===== config.mk =====
export PLATFORM = sky130hd
export DESIGN_NAME = snake_dir_scheduler_flat
export DESIGN_NICKNAME = d
export VERILOG_FILES = /design/src/rtl/snake_dir_if.sv /design/src/rtl/snake_dir_scheduler.sv /design/src/flat_wrapper.sv
export SDC_FILE = /design/constraint.sdc
export NUM_CORES = 1
export LEC_CHECK = 0
export BUFFER_PORTS_ARGS = -buffer_cell sky130_fd_sc_hd__buf_4
export CORE_ASPECT_RATIO = 0.75
export CORE_MARGIN = 2
export CORE_UTILIZATION = 50
export DETAILED_ROUTE_END_ITERATION = 8
export GPL_TIMING_DRIVEN = 0
export PLACE_DENSITY = 0.76
export SLEW_MARGIN = 20
export SYNTH_ARGS = -nofsm -noshare
export SYNTH_HDL_FRONTEND = slang
export SYNTH_SLANG_ARGS = --single-unit

===== constraint.sdc =====
create_clock -name clk -period 4.3 [get_ports clk]
set_input_delay 0.645 -clock clk [delete_from_list [all_inputs] [get_ports clk]]
set_output_delay 0.645 -clock clk [all_outputs]
set_load 0.02 [all_outputs]

===== src/rtl/snake_dir_if.sv =====
`default_nettype none
// ============================================================================
// Module   : snake_dir_if
// Purpose  : Groups the scan-code input strobe, the game tick and the
//            scheduler status outputs into one bundle.
// Ports    : scan_code/scan_valid   - received PS/2 byte and its strobe
//            game_tick              - one-cycle strobe from the game timer
//            direction/dir_update   - current direction and update pulse
//            paused                 - pause state
//            q_count                - number of queued turns
//            drop                   - turn discarded because the FIFO is full
//            master modport drives the inputs; slave is the scheduler side.
// Revision : 1.0 - initial release
// ============================================================================
interface snake_dir_if #(
  parameter int QDEPTH = 4
) ();
  logic [7:0]                     scan_code;
  logic                           scan_valid;
  logic                           game_tick;
  logic [2:0]                     direction;
  logic                           dir_update;
  logic                           paused;
  logic [$clog2(QDEPTH+1)-1:0]    q_count;
  logic                           drop;

  modport master (
    output scan_code, scan_valid, game_tick,
    input  direction, dir_update, paused, q_count, drop
  );

  modport slave (
    input  scan_code, scan_valid, game_tick,
    output direction, dir_update, paused, q_count, drop
  );
endinterface
`default_nettype wire


===== src/rtl/snake_dir_scheduler.sv =====
`default_nettype none
// ============================================================================
// Module   : snake_dir_scheduler
// Purpose  : Decodes PS/2 make/break/extended scan-code sequences into
//            direction and pause commands, rejects same-axis turns, queues
//            accepted turns and applies one per game tick.
// Ports    : clk - system clock
//            rst - asynchronous active-low reset
//            bus - snake_dir_if slave (scan input, tick, status outputs)
// Revision : 1.0 - initial release
// ============================================================================
module snake_dir_scheduler #(
  parameter int QDEPTH  = 4,
  parameter int TIMEOUT = 50000
) (
  input  logic          clk,
  input  logic          rst,
  snake_dir_if.slave    bus
);
  localparam int AW = $clog2(QDEPTH);
  localparam int CW = $clog2(QDEPTH+1);
  localparam int TW = (TIMEOUT > 1) ? $clog2(TIMEOUT) : 1;

  localparam logic [2:0] c_up    = 3'b011;
  localparam logic [2:0] c_left  = 3'b010;
  localparam logic [2:0] c_down  = 3'b001;
  localparam logic [2:0] c_right = 3'b000;

  typedef enum logic [1:0] {
    S_IDLE    = 2'd0,
    S_BRK     = 2'd1,
    S_EXT     = 2'd2,
    S_EXT_BRK = 2'd3
  } dec_state_t;

  dec_state_t       r_state;
  dec_state_t       w_state_nxt;
  logic [TW-1:0]    r_to_cnt;
  logic             w_emit_dir;
  logic [2:0]       w_dir;
  logic             w_emit_pause;

  logic [2:0]       r_mem [QDEPTH];
  logic [AW-1:0]    r_wr_ptr;
  logic [AW-1:0]    r_rd_ptr;
  logic [CW-1:0]    r_count;
  logic [2:0]       r_direction;
  logic             r_dir_update;
  logic             r_paused;
  logic             r_drop;

  logic [AW-1:0]    w_tail_idx;
  logic [2:0]       w_ref;
  logic             w_accept;
  logic             w_full;
  logic             w_pop;
  logic             w_push;
  logic             w_drop;

  // Decoder state register
  always_ff @(posedge clk or negedge rst) begin
    if (!rst) r_state <= S_IDLE;
    else      r_state <= w_state_nxt;
  end

  // Decoder next-state and command emission
  always_comb begin
    w_state_nxt  = r_state;
    w_emit_dir   = 1'b0;
    w_dir        = c_right;
    w_emit_pause = 1'b0;
    if (bus.scan_valid) begin
      case (r_state)
        S_IDLE: begin
          case (bus.scan_code)
            8'hF0:   w_state_nxt = S_BRK;
            8'hE0:   w_state_nxt = S_EXT;
            8'h1D:   begin w_emit_dir = 1'b1; w_dir = c_up;    end
            8'h1C:   begin w_emit_dir = 1'b1; w_dir = c_left;  end
            8'h1B:   begin w_emit_dir = 1'b1; w_dir = c_down;  end
            8'h23:   begin w_emit_dir = 1'b1; w_dir = c_right; end
            8'h29:   w_emit_pause = 1'b1;
            default: w_state_nxt = S_IDLE;
          endcase
        end
        S_EXT: begin
          w_state_nxt = S_IDLE;
          case (bus.scan_code)
            8'hF0:   w_state_nxt = S_EXT_BRK;
            8'h75:   begin w_emit_dir = 1'b1; w_dir = c_up;    end
            8'h6B:   begin w_emit_dir = 1'b1; w_dir = c_left;  end
            8'h72:   begin w_emit_dir = 1'b1; w_dir = c_down;  end
            8'h74:   begin w_emit_dir = 1'b1; w_dir = c_right; end
            default: w_state_nxt = S_IDLE;
          endcase
        end
        // Released key codes are swallowed without effect.
        default: w_state_nxt = S_IDLE;
      endcase
    end else if (r_state != S_IDLE && r_to_cnt == TW'(TIMEOUT-1)) begin
      // A prefix whose follow-up byte never arrived is abandoned.
      w_state_nxt = S_IDLE;
    end
  end

  // Prefix timeout counter: runs only while a sequence is pending.
  always_ff @(posedge clk or negedge rst) begin
    if (!rst)                                           r_to_cnt <= '0;
    else if (bus.scan_valid || w_state_nxt == S_IDLE)   r_to_cnt <= '0;
    else                                                r_to_cnt <= r_to_cnt + TW'(1);
  end

  // Turn filter: compare against the newest queued turn, or the live
  // direction when nothing is queued. Only axis changes are accepted.
  assign w_tail_idx = r_wr_ptr - AW'(1);
  assign w_ref      = (r_count != '0) ? r_mem[w_tail_idx] : r_direction;
  assign w_accept   = w_emit_dir && (w_dir[0] != w_ref[0]);
  assign w_full     = (r_count == CW'(QDEPTH));
  assign w_pop      = bus.game_tick && !r_paused && (r_count != '0);
  // A pop in the same cycle frees the slot a full-FIFO push needs.
  assign w_push     = w_accept && (!w_full || w_pop);
  assign w_drop     = w_accept && w_full && !w_pop;

  always_ff @(posedge clk) begin
    if (w_push) r_mem[r_wr_ptr] <= w_dir;
  end

  always_ff @(posedge clk or negedge rst) begin
    if (!rst) begin
      r_wr_ptr     <= '0;
      r_rd_ptr     <= '0;
      r_count      <= '0;
      r_direction  <= c_right;
      r_dir_update <= 1'b0;
      r_paused     <= 1'b0;
      r_drop       <= 1'b0;
    end else begin
      r_dir_update <= 1'b0;
      r_drop       <= w_drop;
      if (w_emit_pause) r_paused <= ~r_paused;
      if (w_push)       r_wr_ptr <= r_wr_ptr + AW'(1);
      if (w_pop) begin
        r_rd_ptr     <= r_rd_ptr + AW'(1);
        r_direction  <= r_mem[r_rd_ptr];
        r_dir_update <= 1'b1;
      end
      case ({w_push, w_pop})
        2'b10:   r_count <= r_count + CW'(1);
        2'b01:   r_count <= r_count - CW'(1);
        default: r_count <= r_count;
      endcase
    end
  end

  assign bus.direction  = r_direction;
  assign bus.dir_update = r_dir_update;
  assign bus.paused     = r_paused;
  assign bus.q_count    = r_count;
  assign bus.drop       = r_drop;
endmodule
`default_nettype wire


===== src/flat_wrapper.sv =====
// flat-port wrapper written by rule: the top's interface ports become plain ports
module snake_dir_scheduler_flat 
#(
  parameter int QDEPTH  = 4,
  parameter int TIMEOUT = 50000
)
  (clk, rst, bus_scan_code, bus_scan_valid, bus_game_tick, bus_direction, bus_dir_update, bus_paused, bus_q_count, bus_drop);
  snake_dir_if #(.QDEPTH(QDEPTH)) bus_i ();
  input  logic clk;
  input  logic rst;
  input wire logic [$bits(bus_i.scan_code)-1:0] bus_scan_code;
  input wire logic [$bits(bus_i.scan_valid)-1:0] bus_scan_valid;
  input wire logic [$bits(bus_i.game_tick)-1:0] bus_game_tick;
  output wire logic [$bits(bus_i.direction)-1:0] bus_direction;
  output wire logic [$bits(bus_i.dir_update)-1:0] bus_dir_update;
  output wire logic [$bits(bus_i.paused)-1:0] bus_paused;
  output wire logic [$bits(bus_i.q_count)-1:0] bus_q_count;
  output wire logic [$bits(bus_i.drop)-1:0] bus_drop;
  assign bus_i.scan_code = bus_scan_code;
  assign bus_i.scan_valid = bus_scan_valid;
  assign bus_i.game_tick = bus_game_tick;
  assign bus_direction = bus_i.direction;
  assign bus_dir_update = bus_i.dir_update;
  assign bus_paused = bus_i.paused;
  assign bus_q_count = bus_i.q_count;
  assign bus_drop = bus_i.drop;
  snake_dir_scheduler #(.QDEPTH(QDEPTH), .TIMEOUT(TIMEOUT)) u_core (.clk(clk), .rst(rst), .bus(bus_i));
endmodule

Yosys cells after proc, flatten, opt, wreduce, memory -nomap -nowiden
Memory sizes are Yosys's and may differ from the RTL's. A register that Yosys moved wholly into a read port is not among the register bits.
Cells that the tools add are included.
{ "classes": {"n_eq_ne": 17, "magnitude_cmp": 0, "n_reduce_logical": 21, "div": 0, "n_shift": 0, "n_mul": 0, "n_bitwise": 1, "addsub": 6, "muxes": 22} }
{ "op_table": {"columns": ["operator", "n"], "rows": [
  ["equality test 8 x 7 -> 1 bit (second input constant)", 4],
  ["equality test 8 x 5 -> 1 bit (second input constant)", 3],
  ["case mux 2 bit (3 select lines)", 3],
  ["adder 16 x 1 -> 16 bit (second input constant)", 1],
  ["equality test 16 bit (second input constant)", 1],
  ["equality test 8 x 6 -> 1 bit (second input constant)", 2],
  ["equality test 8 bit (second input constant)", 2],
  ["2-to-1 mux 16 bit", 1],
  ["case mux 3 bit (2 select lines)", 2],
  ["2-to-1 mux 1 bit", 10],
  ["OR reduction 4 bit", 2],
  ["logical AND 1 bit", 7],
  ["2-to-1 mux 2 bit", 3],
  ["OR reduction 5 bit", 1],
  ["adder 2 x 1 -> 2 bit (second input constant)", 2],
  ["equality test 2 bit (second input constant)", 2],
  ["logical NOT 1 bit", 4],
  ["logical NOT 2 bit", 2],
  ["case mux 2 bit (2 select lines)", 1],
  ["nonzero test 2 bit", 2],
  ["adder 3 x 1 -> 3 bit (second input constant)", 1],
  ["equality test 3 bit (second input constant)", 1],
  ["2-to-1 mux 3 bit", 1],
  ["nonzero test 3 bit", 1],
  ["other kinds (7)", 8]
]} }
{ "word_totals": {"wordCells": 76, "mem_bits_ro": 0, "in_bits": 12, "ramBits": 12, "out_inout_bits": 9, "latchBits": 0, "n_memories": 1, "regBits": 28} }
{ "memory_table": {"columns": ["name", "words", "word_bits", "rd", "rd_ports_with_merged_regs", "wr", "line_no", "text"], "rows": [
  ["u_core.r_mem", 4, 3, 2, 1, 1, "snake_dir_scheduler.sv:43", "logic [2:0] r_mem [QDEPTH];"]
]} }

Longest topological paths before layout
Gate-level depths: netlist of the first run.
{ "depth": {"depth_word": 9, "ltp_mapped": 11, "ltp_nobuf": 11} }

Worst setup path before layout of the first run
No wires, ideal clock.
{ "synth_timing": {"path_type": "input port to flip-flop", "startpoint": "input port bus_scan_code[7]", "endpoint": "register u_core.r_count[2], in the netlist u_core.bus.q_count[2]", "path_slack_ns": 1.121, "path_buffers": 0, "path_stages": 9, "arrival_ns": 3.099, "path_cell_list": "or4_4 > or4b_4 > a21o_1 > a22oi_4 > and2b_1 > fa_1 > nand2b_1 > mux2i_1 > xor2_1"} }
{ "synth_via": {"elab_chain_len": 9, "word_cells_on_any_way": 25} }
{ "synth_lines": {"columns": ["item", "line_no", "text"], "rows": [
  ["from (decl)", "flat_wrapper.sv:11", "input wire logic [$bits(bus_i.scan_code)-1:0] bus_scan_code;"],
  ["equality test 8 x 7 -> 1 bit (tied with other cells)", "snake_dir_scheduler.sv:88", "case (bus.scan_code)"],
  ["case mux 2 bit (3 select lines) (tied with other cells)", "snake_dir_scheduler.sv:88", null],
  ["case mux 3 bit (2 select lines) (tied with other cells)", "snake_dir_scheduler.sv:73", "case (r_state)"],
  ["2-to-1 mux 3 bit or case mux 1 bit (2 select lines) (tied branches)", "snake_dir_scheduler.sv:72, snake_dir_scheduler.sv:73", null],
  ["!= test 1 bit or 2-to-1 mux 1 bit (tied branches)", "snake_dir_scheduler.sv:117, snake_dir_scheduler.sv:72", null],
  ["logical AND 1 bit (*)", "snake_dir_scheduler.sv:117", "assign w_accept = w_emit_dir && (w_dir[0] != w_ref[0]);"],
  ["logical AND 1 bit (*)", "snake_dir_scheduler.sv:121", "assign w_push = w_accept && (!w_full || w_pop);"],
  ["equality test 2 x 1 -> 1 bit or equality test 2 bit (tied branches)", "snake_dir_scheduler.sv:147", "case ({w_push, w_pop})"],
  ["case mux 3 bit (2 select lines) or nonzero test 2 bit (tied branches)", null, null],
  ["to (signal assigned)", "snake_dir_scheduler.sv:148", "2'b10: r_count <= r_count + CW'(1);"],
  ["to (signal assigned)", "snake_dir_scheduler.sv:149", "2'b01: r_count <= r_count - CW'(1);"],
  ["to (signal assigned)", "snake_dir_scheduler.sv:150", "default: r_count <= r_count;"],
  ["to (decl)", "snake_dir_scheduler.sv:46", "logic [CW-1:0] r_count;"]
]} }
Every way passes the cells marked *; elsewhere a longest branch is shown, timed or not.
A chain may end at the register's enable or synchronous reset.

Worst setup path in the final report of the first run
Same ends and word-level chain as after synthesis.

==> impl_results.md, run 1 <==
- First-pass GRT wire length: 6530 um
- Clock tree from TritonCTS: done
- Count of instances resized after the clock tree is built: 0
- Clock edge transition at the registers on the reported setup and hold paths: 0.07 ns
- Leading area contributor after synthesis: sky130_fd_sc_hd__dfrtp_1
- Max Clock Freq: 0.319 GHz
- Share of async-settable or async-resettable flops after synthesis: 78.9%
- RSZ-0062 raised after global routing: false
- Library cell with the highest instance count after synthesis: sky130_fd_sc_hd__dfrtp_1
- Die height: 59.6 um
- Library cell used as clock root buffer: sky130_fd_sc_hd__clkbuf_8
- Share of the clock period used by the worst path after layout: 72.9%
- Transition time of the tightest slew-check pin: 0.509 ns
- Clk Latency, worst-skew pair: 0.29 ns
- Final weighted congestion in routability-driven placement: 0.893
- Setup TNS: 0 ns
- Sink Count: 38
- Sequential share of the synthesized area: 48.1%
- Initial standard-cell utilization of the core: 51.4%
- # diodes: 0
- Placed instance area: 2260 um2
- Number of design-rule violations left by the first detailed-router iteration: 78
- Synth top area share: 36.5%
- Global Route Usage Sum: 18.5%
- Worst-case clock buffer depth: 2
- Die Footprint: 4650 um2
- Area growth from synthesis to layout: 13.7%
- Die W: 78.1 um
- Core footprint: 4000 um2
- Depth of the most critical reg-to-reg path: 9
- Worst reg-to-reg setup slack: 1.17 ns
- Synth warn: 0
- Ratio of routed vias to standard cells: 5.28
- WL per Instance: 14.2 um
- Number of core rows: 20
- Worst path required time: 4.52 ns
- Total number of nets in the final design: 229
- Number of synthesized flops with an enable pin: 8
- Via Count: 1,411
- CTS H-Tree Depth: 2
- P_leak: 0.975 nW
- Headroom to the max-slew limit: 65.8%
- Total power of the final layout: 0.000982 W
- Maximum fanout encountered on the critical timing path: 5
- Time the worst path needs with I/O delays and setup: 3.14 ns
- TritonCTS Buffers: 5
- Number of primary I/O pins: 21
- Yosys reg bits: 38
- Number of port buffers: 17
- Sum of routed wire length over all layers: 3780 um
- Min-Delay Path Class: input pin to async pin
- Post-route design area: 2340 um2
- Maximum number of pins on one net before global-route repair: 31
- Post-CTS setup repair buffer count: 0
- DRC violation count after routing: 0
- Top post-synthesis cells by area: sky130_fd_sc_hd__dfrtp_1 36%, sky130_fd_sc_hd__edfxtp_1 12%, sky130_fd_sc_hd__xor2_1 5.1%, sky130_fd_sc_hd__nor2_1 4.0%, sky130_fd_sc_hd__xnor2_1 3.8%
- Cell area power density: 419 nW/um2
- HPWL after DPL: 2750 um
- Sort of element at the end of the critical path: flop
- Number of pins with negative max-slew slack in the final report: 0
- Endpoint of the worst register-to-register path: u_core.bus.q_count[2]$_DFFE_PN0P_
- Count of antenna-violating nets left after detailed routing: 0
- Main flop type after synthesis: sky130_fd_sc_hd__dfrtp_1
- Synthesized area divided by synthesized cell count: 11.0 um2
- Total gr overflow: 0
- Leading cell types by count after synthesis: 30 x sky130_fd_sc_hd__dfrtp_1, 22 x sky130_fd_sc_hd__nor2_1, 12 x sky130_fd_sc_hd__xor2_1, 10 x sky130_fd_sc_hd__nand2_1
- Number of antenna violations at the first check in global routing: 0
- Startpoint of the worst-slack reg-to-reg timing path: u_core.r_state[0]$_DFF_PN0_
- Largest voltage drop on the vdd net: 304 uV
- Number of hold-slack violations in the final timing report: 0
- Clock skew: 0.00208 ns
- Post-Synthesis Cell Area: 2060 um2
- Kind of start point of the critical path: input pin
- Drt first pass iters: 4
- Number of distinct library cells after synthesis: 44
- Vias in the first global route: 1,359
- Max-cap violations: 0
- Fraction of layout instances using a drive strength above 1: 17.9%
- CTS hold repair buffers: 0
- Signal arrival time at the worst endpoint: 3.35 ns
- Worst hold-check slack: 0.266 ns
- Kind of critical path: input pin to flop
- Gate count after technology mapping: 187
- Number of nets produced by synthesis: 205
- Final number of setup-violating endpoints: 0
- Run status: finished clean
[logic make-up after synthesis]
| kind of cell | after synthesis | synth area share (%) |
|---|---|---|
| AND/OR/NAND/NOR | 83 | 22.6 |
| flip-flops | 38 | 48.1 |
| XOR/XNOR | 21 | 8.93 |
| AO/OA/AOI/OAI | 15 | 6.20 |
| buffers and inverters | 12 | 2.49 |
| multiplexers | 11 | 7.47 |
| adder cells (fa/ha/maj) | 6 | 4.01 |
| other | 1 | 0.182 |
[cells in the final DEF (no fill, tap or decap), drive strengths merged, types with 3 or more instances in the layout]
cell	Yosys	layout
nor2	22	22
a21o	3	3
and2b	3	3
mux2	5	5
nor4	3	3
nor2b	5	5
ha	5	5
mux2i	3	3
and2	6	6
mux4	3	3
and3	5	5
xor2	12	12
dfrtp	30	30
buf	3	20
nand4	4	4
clkbuf	4	9
inv	5	5
nand2	10	10
edfxtp	8	8
nand3	9	9
xnor2	9	9
[through the flow]
stage               cells  utilization (%)  setup slack (ns)
floorplan             187                -              1.12
global placement      259             56.3             0.885
detailed placement    259             56.3             0.854
CTS                   267             58.5              1.16
global route          267             58.5              1.02
finish                267             58.5              1.16
[metal layers]
metal | GRT usage (%) | wire [um]
met5 | 0 | 0
met2 | 27.6 | 1560
met1 | 26.7 | 2020
met4 | 5.26 | 46
met3 | 5.18 | 156
[sequential cells by signal, indices dropped and copies added, names as in the netlist]
| register | count |
|---|---|
| u_core.r_to_cnt | 16 |
| u_core.bus.drop | 1 |
| u_core.r_mem | 8 |
| u_core.bus.direction | 2 |
| u_core.r_state | 2 |
| u_core.bus.dir_update | 1 |
| u_core.bus.q_count | 3 |
| u_core.r_wr_ptr | 2 |
| u_core.r_rd_ptr | 2 |
| u_core.bus.paused | 1 |
[worst max-delay path, stage by stage]
cell and delay [ns]:
sky130_fd_sc_hd__buf_4 0.13, sky130_fd_sc_hd__or4_4 0.52, sky130_fd_sc_hd__or4b_4 0.57, sky130_fd_sc_hd__a21o_1 0.22, sky130_fd_sc_hd__a22oi_4 0.22, sky130_fd_sc_hd__and2b_1 0.22
sky130_fd_sc_hd__fa_1 0.37, sky130_fd_sc_hd__nand2b_1 0.15, sky130_fd_sc_hd__mux2i_1 0.15, sky130_fd_sc_hd__xor2_1 0.16
[worst max-delay path by stage]
stage | startpoint | endpoint | slack (ns) | cells past startpoint
after detailed placement | bus_scan_code[7] | u_core.bus.q_count[2]$_DFFE_PN0P_ | 0.85 | 10
after global placement | bus_scan_code[7] | u_core.bus.q_count[2]$_DFFE_PN0P_ | 0.88 | 10
after floorplan | bus_scan_code[7] | u_core.bus.q_count[2]$_DFFE_PN0P_ | 1.12 | 9
after CTS | u_core.r_state[0]$_DFF_PN0_ | u_core.bus.q_count[2]$_DFFE_PN0P_ | 1.16 | 9
final | bus_scan_code[7] | u_core.bus.q_count[2]$_DFFE_PN0P_ | 1.16 | 10
after global routing | u_core.r_state[0]$_DFF_PN0_ | u_core.bus.q_count[2]$_DFFE_PN0P_ | 1.02 | 9
[final cells by class]
| cell class | instances | area, um2 |
|---|---|---|
| tap | 55 | 68.8 |
| fill | 343 | 1660 |
| multi-input combinational | 137 | 1020 |
| timing repair buffer | 17 | 128 |
| sequential | 38 | 991 |
| clock inverter | 3 | 16.3 |
| buffer | 7 | 32.5 |
| inverter | 5 | 18.8 |
| clock buffer | 5 | 68.8 |
[power by group]
part | leakage [nW] | internal [W] | switching [W]
sequential | 0.470 | 0.000412 | 0.0000572
clock | 0.0416 | 0.000111 | 0.000127
combinational | 0.464 | 0.000142 | 0.000134
No activity file was read; power rests on OpenSTA's default activity.
==> run 2, diff against run 1 <==
Settings changed: PLACE_DENSITY 0.76 to 0.79.
Clock period 4.3 ns to 2.5 ns, I/O delays scaled along.
==> run 2 against run 1 <==
The run now ends with negative hold slack, negative setup slack left. Highest routed layer unchanged. Clock skew increased by 0.011 ns. Register-to-register slack got worse by 1.6 ns. Sequential power increased by 73%. First-iteration DRC count increased by 62%. Combinational power increased by 110%. Count of clock-buffer cells in the layout increased by 1.
==> impl_results.md, run 2 (synthesis gave the netlist of run 1 again) <==
- Final cell count without fillers: 277 (+3.7%)
- Clock skew: 0.0129 ns (+0.0109 ns)
- Grt met2 use: 26.2% (-1.4 points)
- WL per Instance: 15.1 um (+6.6%)
- Fraction of layout instances using a drive strength above 1: 27.5% (+9.6 points)
- Total gr overflow: 0 (unchanged)
- Ratio of routed vias to standard cells: 5.39 (+2.0%)
- Flip-flop count of the largest register, all copies and words added: 16 (unchanged)
- Time the worst path needs with I/O delays and setup: 2.89 ns
- Startpoint of the worst-slack reg-to-reg timing path: u_core.r_state[0]$_DFF_PN0_
- Total stage count of the critical path: 11 (+1)
- Worst reg-to-reg setup slack: -0.39 ns (-1.56 ns)
- Number of pins with negative max-slew slack in the final report: 0 (unchanged)
- Kind of start point of the critical path: flop
- Post-route design area: 2510 um2 (+7.3%)
- Met3 track demand over resource in global routing: 4.42% (-0.76 points)
- Core footprint: 4000 um2 (unchanged)
- Violations in the final reports: negative hold slack, negative setup slack
- Sink Count: 38 (unchanged)
- Number of hold-slack violations in the final timing report: 17 (+17)
- Power share of the sequential group: 43.4% (-4.4 points)
- Cell area power density: 743 nW/um2 (+77%)
- Most used routing layer in global routing: met1
- Endpoint of the worst register-to-register path: u_core.r_wr_ptr[1]$_DFFE_PN0P_
- Setup slack after layout: -0.385 ns (-1.55 ns)
- Max Clock Freq: 0.347 GHz
- Final weighted congestion in routability-driven placement: 0.895 (+0.16%)
- Depth of the most critical reg-to-reg path: 11 (+2)
- Library cell used as clock root buffer: sky130_fd_sc_hd__clkbuf_8
- Initial standard-cell utilization of the core: 51.4% (unchanged)
- DRC violation count after routing: 0 (unchanged)
- CTS H-Tree Depth: 2 (unchanged)
- Clock tree from TritonCTS: done
- Origin of the worst setup path: u_core.r_state[0]$_DFF_PN0_
- Kind of critical path: flop to flop
- Vias in the first global route: 1,324 (-2.6%)
- Min-Delay Path Class: input pin to async pin
- Signal arrival time at the worst endpoint: 3.08 ns (-0.27 ns)
- # diodes: 0 (unchanged)
- Cell seen most often among critical-path stages: sky130_fd_sc_hd__buf_4
- RSZ-0062 raised after global routing: true
- HPWL after DPL: 2670 um (-3.0%)
- Sort of element at the end of the critical path: flop
- Die Footprint: 4650 um2 (unchanged)
- P_leak: 1.07 nW (+9.6%)
- Final number of setup-violating endpoints: 13 (+13)
- Total power of the final layout: 0.00187 W (+90%)
- Maximum fanout encountered on the critical timing path: 6 (+1)
- Met1 Use GR: 28.7% (+2.0 points)
- Sum of routed wire length over all layers: 4180 um (+11%)
- Placed instance area: 2270 um2 (+0.55%)
- Number of primary I/O pins: 21 (unchanged)
- Drt first pass iters: 4 (unchanged)
- Internal power: 0.00127 W (+91%)
- Switching power: 0.000598 W (+88%)
- Via Count: 1,493 (+5.8%)
- First-pass GRT wire length: 6600 um (+1.1%)
- Number of buffer and inverter stages on the critical path: 5 (+4)
- Global Route Usage Sum: 19.0% (+0.56 points)
- Count of antenna-violating nets left after detailed routing: 0 (unchanged)
- Final design utilization: 62.7% (+4.3 points)
- Maximum number of pins on one net before global-route repair: 31 (unchanged)
- Clock edge transition at the registers on the reported setup and hold paths: 0.08 ns (about the same)
- Cell with the largest stage delay on the worst path: sky130_fd_sc_hd__or4b_4
- Logic pwr share: 30.6% (+2.6 points)
- Worst hold-check slack: -0.00401 ns (-0.270 ns)
- Cell type group with the largest total delay on the critical path: simple AND/OR/NAND/NOR gates
- Run status: finished with violations
- Endpoint of the worst setup timing path: u_core.r_wr_ptr[1]$_DFFE_PN0P_
- Die height: 59.6 um (unchanged)
- Number of core rows: 20 (unchanged)
- CTS hold repair buffers: 0 (unchanged)
- Largest voltage drop on the vdd net: 435 uV (+43%)
- Area growth from synthesis to layout: 21.9%
- Register ranked first by flip-flop count: u_core.r_to_cnt
- Share of the clock period used by the worst path after layout: 115%
- Worst path required time: 2.69 ns (-1.83 ns)
- Worst-case clock buffer depth: 2 (unchanged)
- Switching part of the total power: 32.0% (-0.32 points)
- Cell-by-cell listing of the critical path: or4_4, or4b_4, buf_4, buf_6, nand3_2, a22oi_4, buf_4, buf_6, buf_4, and2b_2, mux2_4
- Delay of the slowest critical-path stage: 0.54 ns (-0.03 ns)
- TritonCTS Buffers: 5 (unchanged)
- Number of port buffers: 17 (unchanged)
- Die W: 78.1 um (unchanged)
- Post-placement cell count: 259 (unchanged)
- Number of design-rule violations left by the first detailed-router iteration: 126 (+62%)
- Leading cell type in the layout, fill and taps excluded: sky130_fd_sc_hd__dfrtp_1
- Number of antenna violations at the first check in global routing: 0 (unchanged)
- Commonest cells after routing, fill and taps aside: 30 x sky130_fd_sc_hd__dfrtp_1, 27 x sky130_fd_sc_hd__buf_4, 22 x sky130_fd_sc_hd__nor2_1
- Total number of nets in the final design: 239 (+4.4%)
- Max-cap violations: 0 (unchanged)
- Clk network pwr share: 26.0% (+1.8 points)
- Clk Latency, worst-skew pair: 0.30 ns (about the same)
run 2: power groups by stage:
stage	sequential (W)	clock (W)	combinational, W
2_1_floorplan	0.000857	0	0.000285
3_3_place_gp	0.000819	0	0.000476
3_5_place_dp	0.000820	0	0.000494
4_1_cts	0.000810	0.000487	0.000517
5_1_grt	0.000827	0.000513	0.000620
6_report	0.000811	0.000486	0.000570
run 2: final cells by class:
cell class / count / area [um2]
Buffer: 6 / 27.5
Clock inverter: 2 / 10.0
Timing Repair Buffer: 28 / 218
Inverter: 5 / 18.8
Tap cell: 55 / 68.8
Fill cell: 314 / 1490
Sequential cell: 38 / 991
Multi-Input combinational cell: 137 / 1080
Clock buffer: 6 / 93.8
run 2: what timing repair did:
| item | in CTS | in global routing |
|---|---|---|
| gates cloned | 0 | 0 |
| buffers inserted | 6 | 5 |
| endpoints found under the setup margin | 11 | 13 |
| gates resized for setup | 6 | 8 |
| pin swaps | 2 | 6 |
run 2: stage by stage:
| stage | worst slack (ns) | TNS (ns) |
|---|---|---|
| 2_1_floorplan | -0.321 | -0.598 |
| 3_3_place_gp | -0.553 | -3.33 |
| 3_5_place_dp | -0.603 | -3.45 |
| 4_1_cts | -0.405 | -1.85 |
| 5_1_grt | -0.457 | -5.33 |
| 6_report | -0.385 | -4.52 |
run 2: worst min path at each step:
stage / cells past startpoint / startpoint / slack, ns / to
after floorplan: 0 / rst / 0.08 / u_core.bus.dir_update$_DFF_PN0_
after global placement: 1 / rst / 0.32 / u_core.r_to_cnt[13]$_DFF_PN0_
after detailed placement: 1 / rst / 0.33 / u_core.r_to_cnt[13]$_DFF_PN0_
after CTS: 1 / rst / 0.009 / u_core.r_to_cnt[9]$_DFF_PN0_
after global routing: 1 / rst / 0.02 / u_core.bus.q_count[0]$_DFFE_PN0P_
final: 1 / rst / -0.004 / u_core.r_to_cnt[12]$_DFF_PN0_
run 2: layer usage:
| metal | vias to the layer above | routed length [um] |
|---|---|---|
| met4 | 0 | 23 |
| met3 | 2 | 214 |
| li1 | 724 | - |
| met5 | - | 0 |
| met2 | 41 | 1830 |
| met1 | 726 | 2120 |
run 2: worst register-to-register path: cells and delay by family, from the launching register on:
kind                   cells  cell delay, ns
AND/OR/NAND/NOR            4            1.35
buffers and inverters      5            0.67
flip-flops                 1            0.40
multiplexers               1            0.30
AO/OA/AOI/OAI              1            0.06
